**src/rtl/cmp_pkg.sv**
```systemverilog
// Shared definitions for the compare/set pipeline: op codes and the stage-1 flag payload.
// The op enum is also consumed by the ALU decoder, so its encoding must stay fixed.
package cmp_pkg;

    typedef enum logic [2:0] {
        OP_LUI  = 3'b000,
        OP_SLTU = 3'b001,
        OP_SLT  = 3'b010,
        OP_SEQ  = 3'b011,
        OP_MINU = 3'b100,
        OP_MAXU = 3'b101,
        OP_MIN  = 3'b110,
        OP_MAX  = 3'b111
    } cmp_op_e;

    // Width-independent part of the stage-1 payload; operands are added by the top.
    typedef struct packed {
        cmp_op_e op;
        logic    eq;
        logic    lt_u;
        logic    lt_s;
    } cmp_flags_t;

    function automatic logic op_is_signed(input cmp_op_e op);
        return (op == OP_SLT) || (op == OP_MIN) || (op == OP_MAX);
    endfunction

endpackage

```
**src/rtl/cmp_core.sv**
```systemverilog
// Combinational equality / unsigned-less-than / signed-less-than generator.
module cmp_core #(
    parameter int WIDTH = 32
) (
    input  logic [WIDTH-1:0] a,
    input  logic [WIDTH-1:0] b,
    output logic             eq,
    output logic             lt_u,
    output logic             lt_s
);

    always_comb begin
        eq   = (a == b);
        lt_u = ({1'b0, a} < {1'b0, b});
        // Differing signs decide directly; matching signs reduce to the unsigned compare.
        lt_s = (a[WIDTH-1] != b[WIDTH-1]) ? a[WIDTH-1] : lt_u;
    end

endmodule

```
**src/rtl/cmp_set_pipe.sv**
```systemverilog
// Two-stage valid/ready compare-class unit (LUI, SLT(U), SEQ, MIN/MAX(U)) with flush.
// S1 captures operands plus compare flags; S2 holds the selected result.
module cmp_set_pipe
    import cmp_pkg::*;
#(
    parameter int WIDTH = 32,
    parameter int IMM_W = WIDTH / 2
) (
    input  logic             clk,
    input  logic             rst_n,
    input  logic             flush,
    input  logic             in_valid,
    output logic             in_ready,
    input  logic [WIDTH-1:0] in_a,
    input  logic [WIDTH-1:0] in_b,
    input  logic [2:0]       in_op,
    output logic             out_valid,
    input  logic             out_ready,
    output logic [WIDTH-1:0] out_r,
    output logic             out_eq,
    output logic             out_lt
);

    if ((WIDTH < 8) || (WIDTH % 2 != 0) || (IMM_W < 1) || (IMM_W > WIDTH)) begin : g_bad_params
        $fatal(1, "cmp_set_pipe: illegal WIDTH=%0d / IMM_W=%0d", WIDTH, IMM_W);
    end

    typedef struct packed {
        logic [WIDTH-1:0] a;
        logic [WIDTH-1:0] b;
        cmp_flags_t       f;
    } s1_payload_t;

    logic        s1_valid_reg;
    logic        s2_valid_reg;
    s1_payload_t s1_reg;
    s1_payload_t s1_next;
    logic        core_eq;
    logic        core_lt_u;
    logic        core_lt_s;
    logic        s1_adv;
    logic        s2_adv;
    logic        in_fire;

    logic [WIDTH-1:0] r_next;
    logic             lt_next;

    cmp_core #(.WIDTH(WIDTH)) u_core (
        .a    (in_a),
        .b    (in_b),
        .eq   (core_eq),
        .lt_u (core_lt_u),
        .lt_s (core_lt_s)
    );

    assign s2_adv    = !s2_valid_reg || out_ready;
    assign s1_adv    = !s1_valid_reg || s2_adv;
    assign in_ready  = rst_n && s1_adv && !flush;
    assign in_fire   = in_valid && in_ready;
    assign out_valid = s2_valid_reg;

    always_comb begin
        s1_next.a      = in_a;
        s1_next.b      = in_b;
        s1_next.f.op   = cmp_op_e'(in_op);
        s1_next.f.eq   = core_eq;
        s1_next.f.lt_u = core_lt_u;
        s1_next.f.lt_s = core_lt_s;
    end

    always_ff @(posedge clk or negedge rst_n) begin
        if (!rst_n) begin
            s1_valid_reg <= 1'b0;
            s2_valid_reg <= 1'b0;
        end else if (flush) begin
            s1_valid_reg <= 1'b0;
            s2_valid_reg <= 1'b0;
        end else begin
            if (s1_adv) s1_valid_reg <= in_fire;
            if (s2_adv) s2_valid_reg <= s1_valid_reg;
        end
    end

    // Operand payload needs no reset: it is only observed behind s1_valid_reg.
    always_ff @(posedge clk) begin
        if (in_fire) s1_reg <= s1_next;
    end

    // On equality MIN/MAX pick a, so ties go to the "a" side of each select.
    always_comb begin
        r_next  = '0;
        lt_next = s1_reg.f.lt_u;
        if (op_is_signed(s1_reg.f.op)) lt_next = s1_reg.f.lt_s;
        unique case (s1_reg.f.op)
            OP_LUI: begin
                r_next  = s1_reg.b << (WIDTH - IMM_W);
                lt_next = 1'b0;
            end
            OP_SLTU: r_next = WIDTH'(s1_reg.f.lt_u);
            OP_SLT:  r_next = WIDTH'(s1_reg.f.lt_s);
            OP_SEQ:  r_next = WIDTH'(s1_reg.f.eq);
            OP_MINU: r_next = (s1_reg.f.lt_u || s1_reg.f.eq) ? s1_reg.a : s1_reg.b;
            OP_MAXU: r_next = s1_reg.f.lt_u ? s1_reg.b : s1_reg.a;
            OP_MIN:  r_next = (s1_reg.f.lt_s || s1_reg.f.eq) ? s1_reg.a : s1_reg.b;
            OP_MAX:  r_next = s1_reg.f.lt_s ? s1_reg.b : s1_reg.a;
            default: r_next = '0;
        endcase
    end

    always_ff @(posedge clk or negedge rst_n) begin
        if (!rst_n) begin
            out_r  <= '0;
            out_eq <= 1'b0;
            out_lt <= 1'b0;
        end else if (s2_adv && s1_valid_reg) begin
            out_r  <= r_next;
            out_eq <= s1_reg.f.eq;
            out_lt <= lt_next;
        end
    end

endmodule
```
**config.mk**
```make
export PLATFORM = sky130hd
export DESIGN_NAME = cmp_set_pipe
export DESIGN_NICKNAME = d
export VERILOG_FILES = /design/src/rtl/cmp_pkg.sv /design/src/rtl/cmp_core.sv /design/src/rtl/cmp_set_pipe.sv
export SDC_FILE = /design/constraint.sdc
export NUM_CORES = 1
export LEC_CHECK = 0
export ABC_AREA = 0
export BUFFER_PORTS_ARGS = -buffer_cell sky130_fd_sc_hd__buf_2
export CORE_MARGIN = 5
export CORE_UTILIZATION = 54
export CTS_CLUSTER_SIZE = 28
export DETAILED_ROUTE_END_ITERATION = 10
export PLACE_DENSITY_LB_ADDON = 0.1
export SETUP_SLACK_MARGIN = 0.5
export SLEW_MARGIN = 20
export SYNTH_ARGS = -nofsm -noshare
export SYNTH_HDL_FRONTEND = slang
export SYNTH_SLANG_ARGS = --single-unit
```
**constraint.sdc**
```tcl
create_clock -name clk -period 3.78 [get_ports clk]
set_clock_uncertainty 0.15 [all_clocks]
set_input_delay 0.567 -clock clk [delete_from_list [all_inputs] [get_ports clk]]
set_output_delay 0.567 -clock clk [all_outputs]
set_load 0.01 [all_outputs]
```
# Yosys cells after proc, flatten, opt, wreduce, memory -nomap -nowiden
# Cells that the tools add are included.
# W data, S select, Z words.
[totals]
latch_bits = 0
out_inout_bits = 36
n_memories = 0
mem_bits_rw = 0
rom_bits = 0
regBits = 106
input_bits = 72
word_cells = 49
[classes]
add_sub_neg = 0
div = 0
n_shift = 0
mul = 0
n_lt_le_gt_ge = 1
mux = 12
eq_ne = 9
reduce_logical = 16
bitwise = 0
[op_table]
columns = ["cell", "n"]
rows = [
  ["$pmux W32 S8", 1],
  ["$mux W32", 4],
  ["$eq A32 B32 Y1", 1],
  ["$lt A32 B32 Y1", 1],
  ["$eq A3 B3 Y1 const B", 4],
  ["$mux W1", 7],
  ["$eq A3 B2 Y1 const B", 2],
  ["$logic_or A1 B1 Y1", 6],
  ["$logic_and A1 B1 Y1", 4],
  ["$reduce_bool A2 Y1", 2],
  ["$eq A3 B1 Y1 const B", 1],
  ["$logic_not A1 Y1", 3],
  ["$logic_not A3 Y1", 1],
  ["$ne A1 B1 Y1", 1],
]

# Logic depth before layout (Yosys ltp)
# Gate-level depths: netlist of run 1.
[depth]
word_depth = 8
ltp_mapped = 8
mapped_depth_nobuf = 7

# By module
# A second synthesis of run 1 with hierarchy kept.
[hier_totals]
hier_cells = 392
hier_area_um2 = 4858.4
[modules_own_cells]
columns = ["mod", "area_each_um2", "n_inst", "cells_each"]
rows = [
  ["cmp_set_pipe", 4015.1, 1, 272],
  ["cmp_core", 843.3, 1, 120],
]

# Worst setup path after synthesis of run 1
# Ideal clock, no wire load.
[synth_path]
kind = "input to register"
start = "input port out_ready"
end = "register s1_reg[0] in the netlist's numbering (enable)"
t_required_ns = 3.193
t_arrival_ns = 2.594
setup_time_ns = 0.437
slack_ns = 0.600
stages = 4
cell_sequence = "nor2b_1 > nand2_1 > and3b_1 > and2_1"
[synth_between]
elab_chain_cells = 5
[synth_rtl]
columns = ["item", "line_no", "source"]
rows = [
  ["start: declaration", "cmp_set_pipe.sv:18", "input logic out_ready,"],
  ["$logic_or A1 B1 Y1", "cmp_set_pipe.sv:56", "assign s2_adv = !s2_valid_reg || out_ready;"],
  ["$logic_or A1 B1 Y1", "cmp_set_pipe.sv:57", "assign s1_adv = !s1_valid_reg || s2_adv;"],
  ["$logic_and A1 B1 Y1 (2 in a row)", "cmp_set_pipe.sv:58", "assign in_ready = rst_n && s1_adv && !flush;"],
  ["via in_ready", "cmp_set_pipe.sv:13", "output logic in_ready,"],
  ["$logic_and A1 B1 Y1", "cmp_set_pipe.sv:59", "assign in_fire = in_valid && in_ready;"],
  ["via in_fire", "cmp_set_pipe.sv:43", "logic in_fire;"],
  ["end signal: assignment", "cmp_set_pipe.sv:86", "if (in_fire) s1_reg <= s1_next;"],
  ["end: declaration", "cmp_set_pipe.sv:36", "s1_payload_t s1_reg;"],
]
# The timed path passes the listed nets, and every way through them passes these cells.
# A chain may end at the register's enable or synchronous reset.

# Final worst setup path of run 1
[layout_path]
start = "register s1_reg[4] in the netlist's numbering"
end = "register out_r[27]"
[layout_between]
elab_chain_cells = 2
[layout_rtl]
columns = ["item", "line_no", "source"]
rows = [
  ["$eq A3 B3 Y1, or another cell as far along", "cmp_set_pipe.sv:94", "unique case (s1_reg.f.op)"],
  ["$pmux W32 S8 *", "cmp_set_pipe.sv:94", ""],
  ["end signal: assignment", "cmp_set_pipe.sv:116", "out_r <= r_next;"],
  ["end: declaration", "cmp_set_pipe.sv:19", "output logic [WIDTH-1:0] out_r,"],
]
# Mark *: on every way between the ends. The rest lies on a longest branch, timed or not.

==> results of run 1 <==
per-stage QoR:
stage	worst slack [ns]	std cells
after floorplan	0.600	410
after global placement	0.943	615
after detailed placement	1.03	615
after CTS	1.01	631
after global routing	0.816	631
final	1.04	631
worst max-delay path, delay by kind of cell (launching register included):
family	cells	cell delay (ns)
compound gates	2	0.24
buf+inv	1	0.27
flops	1	0.65
mux	3	1.30
per-layer routing:
metal / GRT usage, % / wire length (um) / vias to the layer above
met5: 0 / 0 / -
met4: 6.11 / 89 / 0
met3: 3.40 / 713 / 8
met2: 31.9 / 5250 / 134
met1: 29.5 / 5060 / 1648
li1: - / - / 1693
final cells by class:
type	instances	area, um2	share of cell area [%]
flip-flops and latches	106	3000	51.6
multi-input cells	244	1760	30.2
repair buffers	113	581	9.98
inverters	41	154	2.65
well taps	111	139	2.39
clock buffers	10	138	2.37
clock inverters	6	47.5	0.817
cells by family after synthesis:
group,after synthesis,share of synthesized area [%]
XOR/XNOR,1,0.176
buffers and inverters,60,5.01
adder cells (fa/ha/maj),32,8.02
flip-flops,106,60.2
AO/OA/AOI/OAI,98,11.9
AND/OR/NAND/NOR,81,7.85
multiplexers,32,6.92
worst max-delay path by stage:
stage	startpoint	endpoint	slack (ns)	depth (start not counted)
3_3_place_gp	in_b[14]	s1_reg[0]	0.94	8
4_1_cts	s1_reg[4]	out_r[26]	1.01	6
3_5_place_dp	s1_reg[4]	out_r[27]	1.03	6
5_1_grt	s1_reg[4]	out_r[26]	0.82	6
6_report	s1_reg[4]	out_r[27]	1.04	6
2_1_floorplan	out_ready	s1_reg[0]	0.60	4
placed cells by master, fill, tap and decap left out, types with 6 or more instances in the layout:
master    instances
buf_4             6
edfxtp_1         70
inv_1            41
buf_2           107
nand2_1          44
mux2i_1          17
nor2_1            7
clkbuf_8         10
mux2_2           13
a22oi_1          14
o21ai_0          39
ha_1             32
nand4_1           6
dfrtp_1          36
a21oi_1          21
power by group through the flow:
stage / combinational (mW) / sequential [mW] / clock [mW]
after floorplan: 0.185 / 1.43 / 0
after global placement: 0.362 / 1.42 / 0
after detailed placement: 0.371 / 1.42 / 0
after CTS: 0.373 / 1.40 / 0.673
after global routing: 0.413 / 1.41 / 0.722
final: 0.367 / 1.40 / 0.662
==> results.py, run 1 <==
metrics = {
    "worst_setup_path": {
        "ff2ff_setup_slack_ns": 1.04,
        "worst_setup_path_end_kind": "flip-flop",
        "reg2regPathDepth": 6,
        "path_max_fanout": 16,
        "reg2reg_from": "s1_reg[4]",
        "crit_path_cell_trace": "mux2i_1 > mux2i_4 > buf_4 > mux2_2 > a22oi_1 > o21ai_0",
        "r2r_end": "out_r[27]",
        "crit_type": "flip-flop to flip-flop",
        "startpoint_type": "flip-flop",
        "crit_slowest_cell": "edfxtp_1",
        "slowest_delay_ns": 0.65,
        "cp.arrival_ns": 2.82,
        "cp.required_ns": 3.86,
    },
    "cells_and_area": {
        "fillers": 732,
        "drive_above_1_share_pct": 28.3,
        "nNetsFinal": 619,
        "syn_to_final_growth_pct": 16.5,
        "largest_reg_flops": 70,
        "design_area_um2": 5820,
        "post-route-util_pct": 63.9,
        "n_antenna_cell": 0,
    },
    "power": {
        "finalPower_mw": 2.43,
        "power_density_nw_per_um2": 417,
        "peakVddDrop_uv": 188,
        "p_sw_mw": 0.659,
        "clock_power_share_pct": 27.3,
        "power_frac_comb_pct": 15.1,
        "p_sw_share_pct": 27.1,
        "leakagePower_nw": 2.70,
        "intPower_mw": 1.77,
        "p_seq_share_pct": 57.6,
    },
    "detailed_routing": {
        "drc": 0,
        "vias": 3483,
        "viasPerCell": 5.52,
        "ant_nets": 0,
        "wl_per_cell_um": 17.6,
        "drtPass1Iterations": 5,
        "routed_wl_mm": 11.1,
        "dr.first_iter.drc_count": 157,
    },
    "synthesis": {
        "synthesis.area_um2": 4990,
        "seq_area_frac_synth_pct": 60.2,
        "synth_edf_count": 70,
        "synth_top_area_share_pct": 42.1,
        "synth_area_leader_cell": "edfxtp_1",
        "postSynth.asyncResetShare_pct": 34.0,
        "synth_most_common_cell": "edfxtp_1",
        "synth.avg_cell_area_um2": 12.2,
        "synthCells": 410,
        "ys_types": 48,
        "synth_commonest_cells": "edfxtp_1, nand2_1, inv_1",
        "ys_ff_latch": 106,
        "syn_nets": 514,
        "yosys_warnings": 0,
        "synth_ff_type": "edfxtp_1",
        "synthTopCellsByArea": "edfxtp_1, dfrtp_1, ha_1",
    },
    "clock_tree": {
        "root_buffer": "clkbuf_8",
        "cts_tree": "done",
        "cts_sinks": 106,
        "cts_setup_buffers": 0,
        "cts_made_buffers": 9,
        "cts_max_level": 3,
        "ctsResizeCount": 0,
        "clkTransAtPathRegs_ns": 0.11,
        "clock_latency_ns": 0.36,
        "postCtsHoldBufs": 0,
        "cts_max_path_buffers": 2,
    },
    "timing": {
        "post-route-min-period_ns": 2.74,
        "finalCritPeriodShare_pct": 72.6,
        "setup_viol": 0,
        "worst_slew_margin_rel_pct": 37.7,
        "rsz0062_at_grt": "no",
        "slew_viol_final": 0,
        "holdWs_ns": 0.117,
        "fmax_mhz": 365,
        "tightest_slew_ns": 0.934,
        "finalSetupTns_ns": 0,
        "hold_violations": 0,
    },
    "min_path": {
        "min_path_type": "input port to asynchronous set/reset pin",
    },
    "grt": {
        "overflow": 0,
        "grt_pass1_vias": 3402,
        "grt_pass1_wl_mm": 17.7,
        "grt_antenna_before_repair": 0,
        "grt_usage_pct": 20.4,
        "grt_max_degree": 40,
    },
    "placed_design": {
        "hpwl_mm": 8.57,
        "place_area_um2": 5630,
        "gp_congestion": 0.830,
        "port_buffers": 107,
    },
    "floorplan": {
        "core-area_um2": 9110,
        "die-area_um2": 11300,
        "ios": 108,
        "die_h_um": 106,
        "start_util_pct": 54.8,
        "die_w_um": 106,
        "rows": 35,
    },
    "run_status": {
        "status": "complete, no violations",
    },
    "flow_run": {
        "cap_violations": 0,
    },
}
Power figures use the tool's default switching activity.
==> inputs of run 2 (changes only) <==
CORE_UTILIZATION = 49   (was 54)
clock period = 2.4 ns   (was 3.78 ns; I/O delays follow)
==> results.py, run 2 (synthesis results as in run 1) <==
metrics = {
    "run_status": {
        "status": "complete, no violations",
    },
    "detailed_routing": {
        "viasPerCell": 5.35,
        "drc": 0,
        "dr.first_iter.drc_count": 230,
        "vias": 3625,
        "routed_wl_mm": 11.9,
        "wl_per_cell_um": 17.5,
        "ant_nets": 0,
        "drtPass1Iterations": 5,
    },
    "timing": {
        "tightest_slew_ns": 0.523,
        "hold_violations": 0,
        "post-route-min-period_ns": 2.13,
        "holdWs_ns": 0.0345,
        "setup_viol": 0,
        "rsz0062_at_grt": "yes",
        "fmax_mhz": 469,
        "layout_setup_ws_ns": 0.266,
        "slew_viol_final": 0,
        "finalCritPeriodShare_pct": 88.9,
        "worst_slew_margin_rel_pct": 65.0,
        "finalSetupTns_ns": 0,
    },
    "cells_and_area": {
        "layout_common_cells": "buf_2, edfxtp_1, nand2_1",
        "n_antenna_cell": 0,
        "drive_above_1_share_pct": 37.7,
        "mostFrequentLayoutCell": "buf_2",
        "nNetsFinal": 643,
        "syn_to_final_growth_pct": 28.4,
        "largest_reg_flops": 70,
    },
    "min_path": {
        "min_from": "in_op[1]",
        "min_path_type": "input port to flip-flop",
        "min_to": "s1_reg[4]",
        "hold_path_depth": 1,
    },
    "power": {
        "peakVddDrop_uv": 258,
        "leakagePower_nw": 2.89,
        "power_density_nw_per_um2": 626,
    },
    "clock_tree": {
        "cts_max_path_buffers": 2,
        "cts_max_level": 3,
        "clock_latency_ns": 0.36,
        "cts_made_buffers": 9,
        "cts_sinks": 106,
        "root_buffer": "clkbuf_8",
        "clkTransAtPathRegs_ns": 0.10,
        "cts_tree": "done",
    },
    "worst_setup_path": {
        "path_max_fanout": 8,
        "worst_setup_path_end_kind": "flip-flop",
        "startpoint_type": "flip-flop",
        "r2r_end": "out_r[23]",
        "crit_type": "flip-flop to flip-flop",
        "cp.required_ns": 2.49,
        "reg2reg_from": "s1_reg[4]",
        "cp.arrival_ns": 2.23,
        "ff2ff_setup_slack_ns": 0.27,
        "reg2regPathDepth": 6,
    },
    "placed_design": {
        "gp_congestion": 0.855,
        "place_ws_ns": -0.166,
        "port_buffers": 107,
        "hpwl_mm": 8.48,
    },
    "grt": {
        "grt_pass1_wl_mm": 19.0,
        "grt_usage_pct": 19.5,
        "grt_max_degree": 72,
        "grt_pass1_vias": 3733,
        "grt_antenna_before_repair": 0,
        "overflow": 0,
    },
    "floorplan": {
        "die-area_um2": 12300,
        "die_w_um": 111,
        "start_util_pct": 50.6,
        "core-area_um2": 9860,
        "ios": 108,
        "rows": 36,
        "die_h_um": 111,
    },
    "flow_run": {
        "cap_violations": 0,
    },
}
==> run 2: layer usage <==
metal / vias to the layer above / track usage (%) / wire [um] / part of all wire, %
met2: 110 / 31.9 / 5820 / 49
li1: 1751 / - / - / -
met4: 0 / 5.01 / 89 / 0.75
met5: - / 0 / 0 / 0
met3: 9 / 4.37 / 701 / 5.9
met1: 1755 / 26.5 / 5260 / 44
==> run 2: worst max-delay path by stage <==
stage	startpoint	to	slack, ns	cells after the start
after detailed placement	in_b[14]	s1_reg[0]	-0.17	8
after CTS	s1_reg[4]	out_r[25]	0.32	6
after global placement	in_b[14]	s1_reg[0]	-0.19	8
after floorplan	s1_reg[4]	out_r[24]	0.35	6
final	s1_reg[4]	out_r[23]	0.27	6
after global routing	s1_reg[4]	out_r[23]	0.20	6
==> run 2: worst max-delay path, stage by stage (launching register included) <==
cell	delay, ns
edfxtp_1	0.42
mux2i_4	0.31
mux2i_4	0.36
clkbuf_16	0.21
mux2_2	0.35
a22oi_1	0.13
o21ai_0	0.09
==> run 2: through the flow <==
stage / power (mW) / cells / area [um2] / util (%)
floorplan: 2.57 / 410 / 5190 / -
global placement: 2.86 / 642 / 5920 / 60.0
finish: 4.01 / 677 / 6410 / 65.0
global route: 4.21 / 677 / 6410 / 65.0
CTS: 4.01 / 674 / 6290 / 63.8
detailed placement: 2.88 / 642 / 5920 / 60.0
==> run 2: what timing repair did <==
action | 4_1_cts | 5_1_grt
gates cloned | 1 | 1
buffers inserted | 11 | 2
gates resized for setup | 6 | 18
hold endpoints to repair | 39 | 0
hold buffers | 4 | 0
setup endpoints to repair | 31 | 72
pin swaps | 3 | 4
==> run 2: area by class of cell <==
cell class / instances / area, um2
multi-input cells: 244 / 2010
clock buffers: 11 / 141
well taps: 133 / 166
inverters: 41 / 189
flip-flops and latches: 106 / 3000
repair buffers: 137 / 846
fillers: 788 / 3460
clock inverters: 5 / 53.8
==> run 2: where the power goes <==
| group | leakage, nW | internal, mW | switching, mW |
|---|---|---|---|
| combinational | 1.68 | 0.333 | 0.384 |
| clock | 0.103 | 0.509 | 0.603 |
| sequential | 1.11 | 2.11 | 0.0769 |
| total | 2.89 | 2.95 | 1.06 |
==> inputs of run 3 (changes only) <==
CORE_UTILIZATION = 40   (was 49)
==> results.py, run 3 (synthesis results as in run 1) <==
metrics = {
    "run_status": {
        "status": "complete, no violations",
    },
    "detailed_routing": {
        "ant_nets": 0,
        "routed_wl_mm": 12.2,
        "vias": 3516,
        "drtPass1Iterations": 4,
        "viasPerCell": 4.95,
        "drc": 0,
        "wl_per_cell_um": 17.1,
        "dr.first_iter.drc_count": 224,
    },
    "floorplan": {
        "die_w_um": 122,
        "die_h_um": 122,
        "start_util_pct": 41.2,
        "rows": 40,
        "die-area_um2": 14800,
        "ios": 108,
        "core-area_um2": 12100,
    },
    "clock_tree": {
        "clkTransAtPathRegs_ns": 0.06,
        "clock_latency_ns": 0.36,
        "cts_made_buffers": 9,
        "cts_tree": "done",
        "root_buffer": "clkbuf_16",
        "cts_max_path_buffers": 2,
        "cts_sinks": 106,
        "cts_max_level": 3,
    },
    "worst_setup_path": {
        "crit_type": "flip-flop to flip-flop",
        "worst_setup_path_end_kind": "flip-flop",
        "startpoint_type": "flip-flop",
        "r2r_end": "out_r[22]",
        "ff2ff_setup_slack_ns": 0.31,
        "cp.arrival_ns": 2.17,
        "reg2regPathDepth": 6,
        "path_max_fanout": 15,
        "reg2reg_from": "s1_reg[4]",
        "cp.required_ns": 2.48,
    },
    "cells_and_area": {
        "syn_to_final_growth_pct": 33.2,
        "n_antenna_cell": 0,
        "design_area_um2": 6650,
        "nNetsFinal": 642,
        "layout_common_cells": "buf_2, edfxtp_1, nand2_1",
        "fillers": 1104,
        "drive_above_1_share_pct": 39.4,
        "mostFrequentLayoutCell": "buf_2",
        "largest_reg_flops": 70,
        "finalNonFillerCells": 711,
    },
    "timing": {
        "worst_slew_margin_rel_pct": 66.9,
        "slew_viol_final": 0,
        "tightest_slew_ns": 0.496,
        "finalCritPeriodShare_pct": 87.2,
        "setup_viol": 0,
        "post-route-min-period_ns": 2.09,
        "hold_violations": 0,
        "rsz0062_at_grt": "yes",
        "fmax_mhz": 478,
        "holdWs_ns": 0.0288,
    },
    "grt": {
        "grt_max_degree": 37,
        "grt_antenna_before_repair": 0,
        "grt_pass1_vias": 3558,
        "grt_usage_pct": 16.7,
        "grt_pass1_wl_mm": 18.6,
        "overflow": 0,
    },
    "placed_design": {
        "gp_congestion": 0.804,
        "hpwl_mm": 8.88,
        "numPlacedInstances": 681,
        "place_area_um2": 6000,
        "port_buffers": 107,
    },
    "min_path": {
        "min_path_type": "input port to flip-flop",
        "hold_path_depth": 1,
        "min_to": "s1_reg[28]",
        "min_from": "in_b[22]",
    },
    "power": {
        "power_density_nw_per_um2": 652,
        "leakagePower_nw": 2.92,
        "peakVddDrop_uv": 290,
    },
    "flow_run": {
        "cap_violations": 0,
    },
}
-- run 3: changes by cell type in the layout (fill, tap and decap cells not counted), sizes merged --
cell          change
clkinv            -4
clkbuf            +3
buf               +2
dlygate4sd3       -2
and2              +1
bufinv            -1
clkinvlp          +1
dlymetal6s4s      -1
-- run 3: area by class of cell --
type                       instances  area [um2]  share of cell area, %
clock buffer                      15         278                   4.18
clock inverter                     1        7.51                  0.113
inverter                          41         191                   2.88
multi-input combinational        245        2060                   30.9
sequential                       106        3000                   45.2
tap                              168         210                   3.16
timing repair buffer             135         900                   13.5
-- run 3: worst max-delay path by stage --
stage                    from   endpoint  slack [ns]  depth (start not counted)
floorplan           s1_reg[4]  out_r[24]        0.35                          6
global placement     in_b[14]  s1_reg[0]       -0.25                          8
detailed placement   in_b[14]  s1_reg[0]       -0.15                          8
CTS                 s1_reg[4]  out_r[22]        0.30                          6
global route        s1_reg[4]  out_r[16]        0.23                          6
finish              s1_reg[4]  out_r[22]        0.31                          6
-- run 3: stage by stage --
step	util (%)	power [mW]	setup WS, ns	setup TNS, ns
after global placement	49.6	2.87	-0.246	-0.458
after global routing	54.9	4.54	0.229	0
final	54.9	4.34	0.306	0
after detailed placement	49.6	2.89	-0.147	-0.255
after CTS	52.9	4.34	0.304	0
after floorplan	-	2.57	0.348	0
-- run 3: per-layer routing --
metal	share of wire [%]	vias up	track usage, %
met5	0	-	0
li1	-	1749	-
met4	1.7	0	6.51
met1	47	1667	23.2
met2	46	86	25.4
met3	5.6	14	3.81
-- run 3: power breakdown --
part	switching [mW]	internal (mW)
registers	0.0757	2.11
clock network	0.640	0.791
logic	0.379	0.342
-- run 3: repair_timing --
item | 4_1_cts | 5_1_grt
cloned | 0 | 1
endpoints found under the hold margin | 36 | 0
hold buffers | 1 | 0
resized for setup | 11 | 47
setup endpoints to repair | 28 | 45
buffers inserted | 7 | 5
pin swaps | 4 | 23
-- run 3: worst max-delay path, stage by stage, from the launching register on --
cell and delay [ns]:
edfxtp_1 0.41, mux2i_4 0.31, mux2i_4 0.30, buf_12 0.18, mux2_2 0.37, a22oi_1 0.14, o21ai_0 0.09
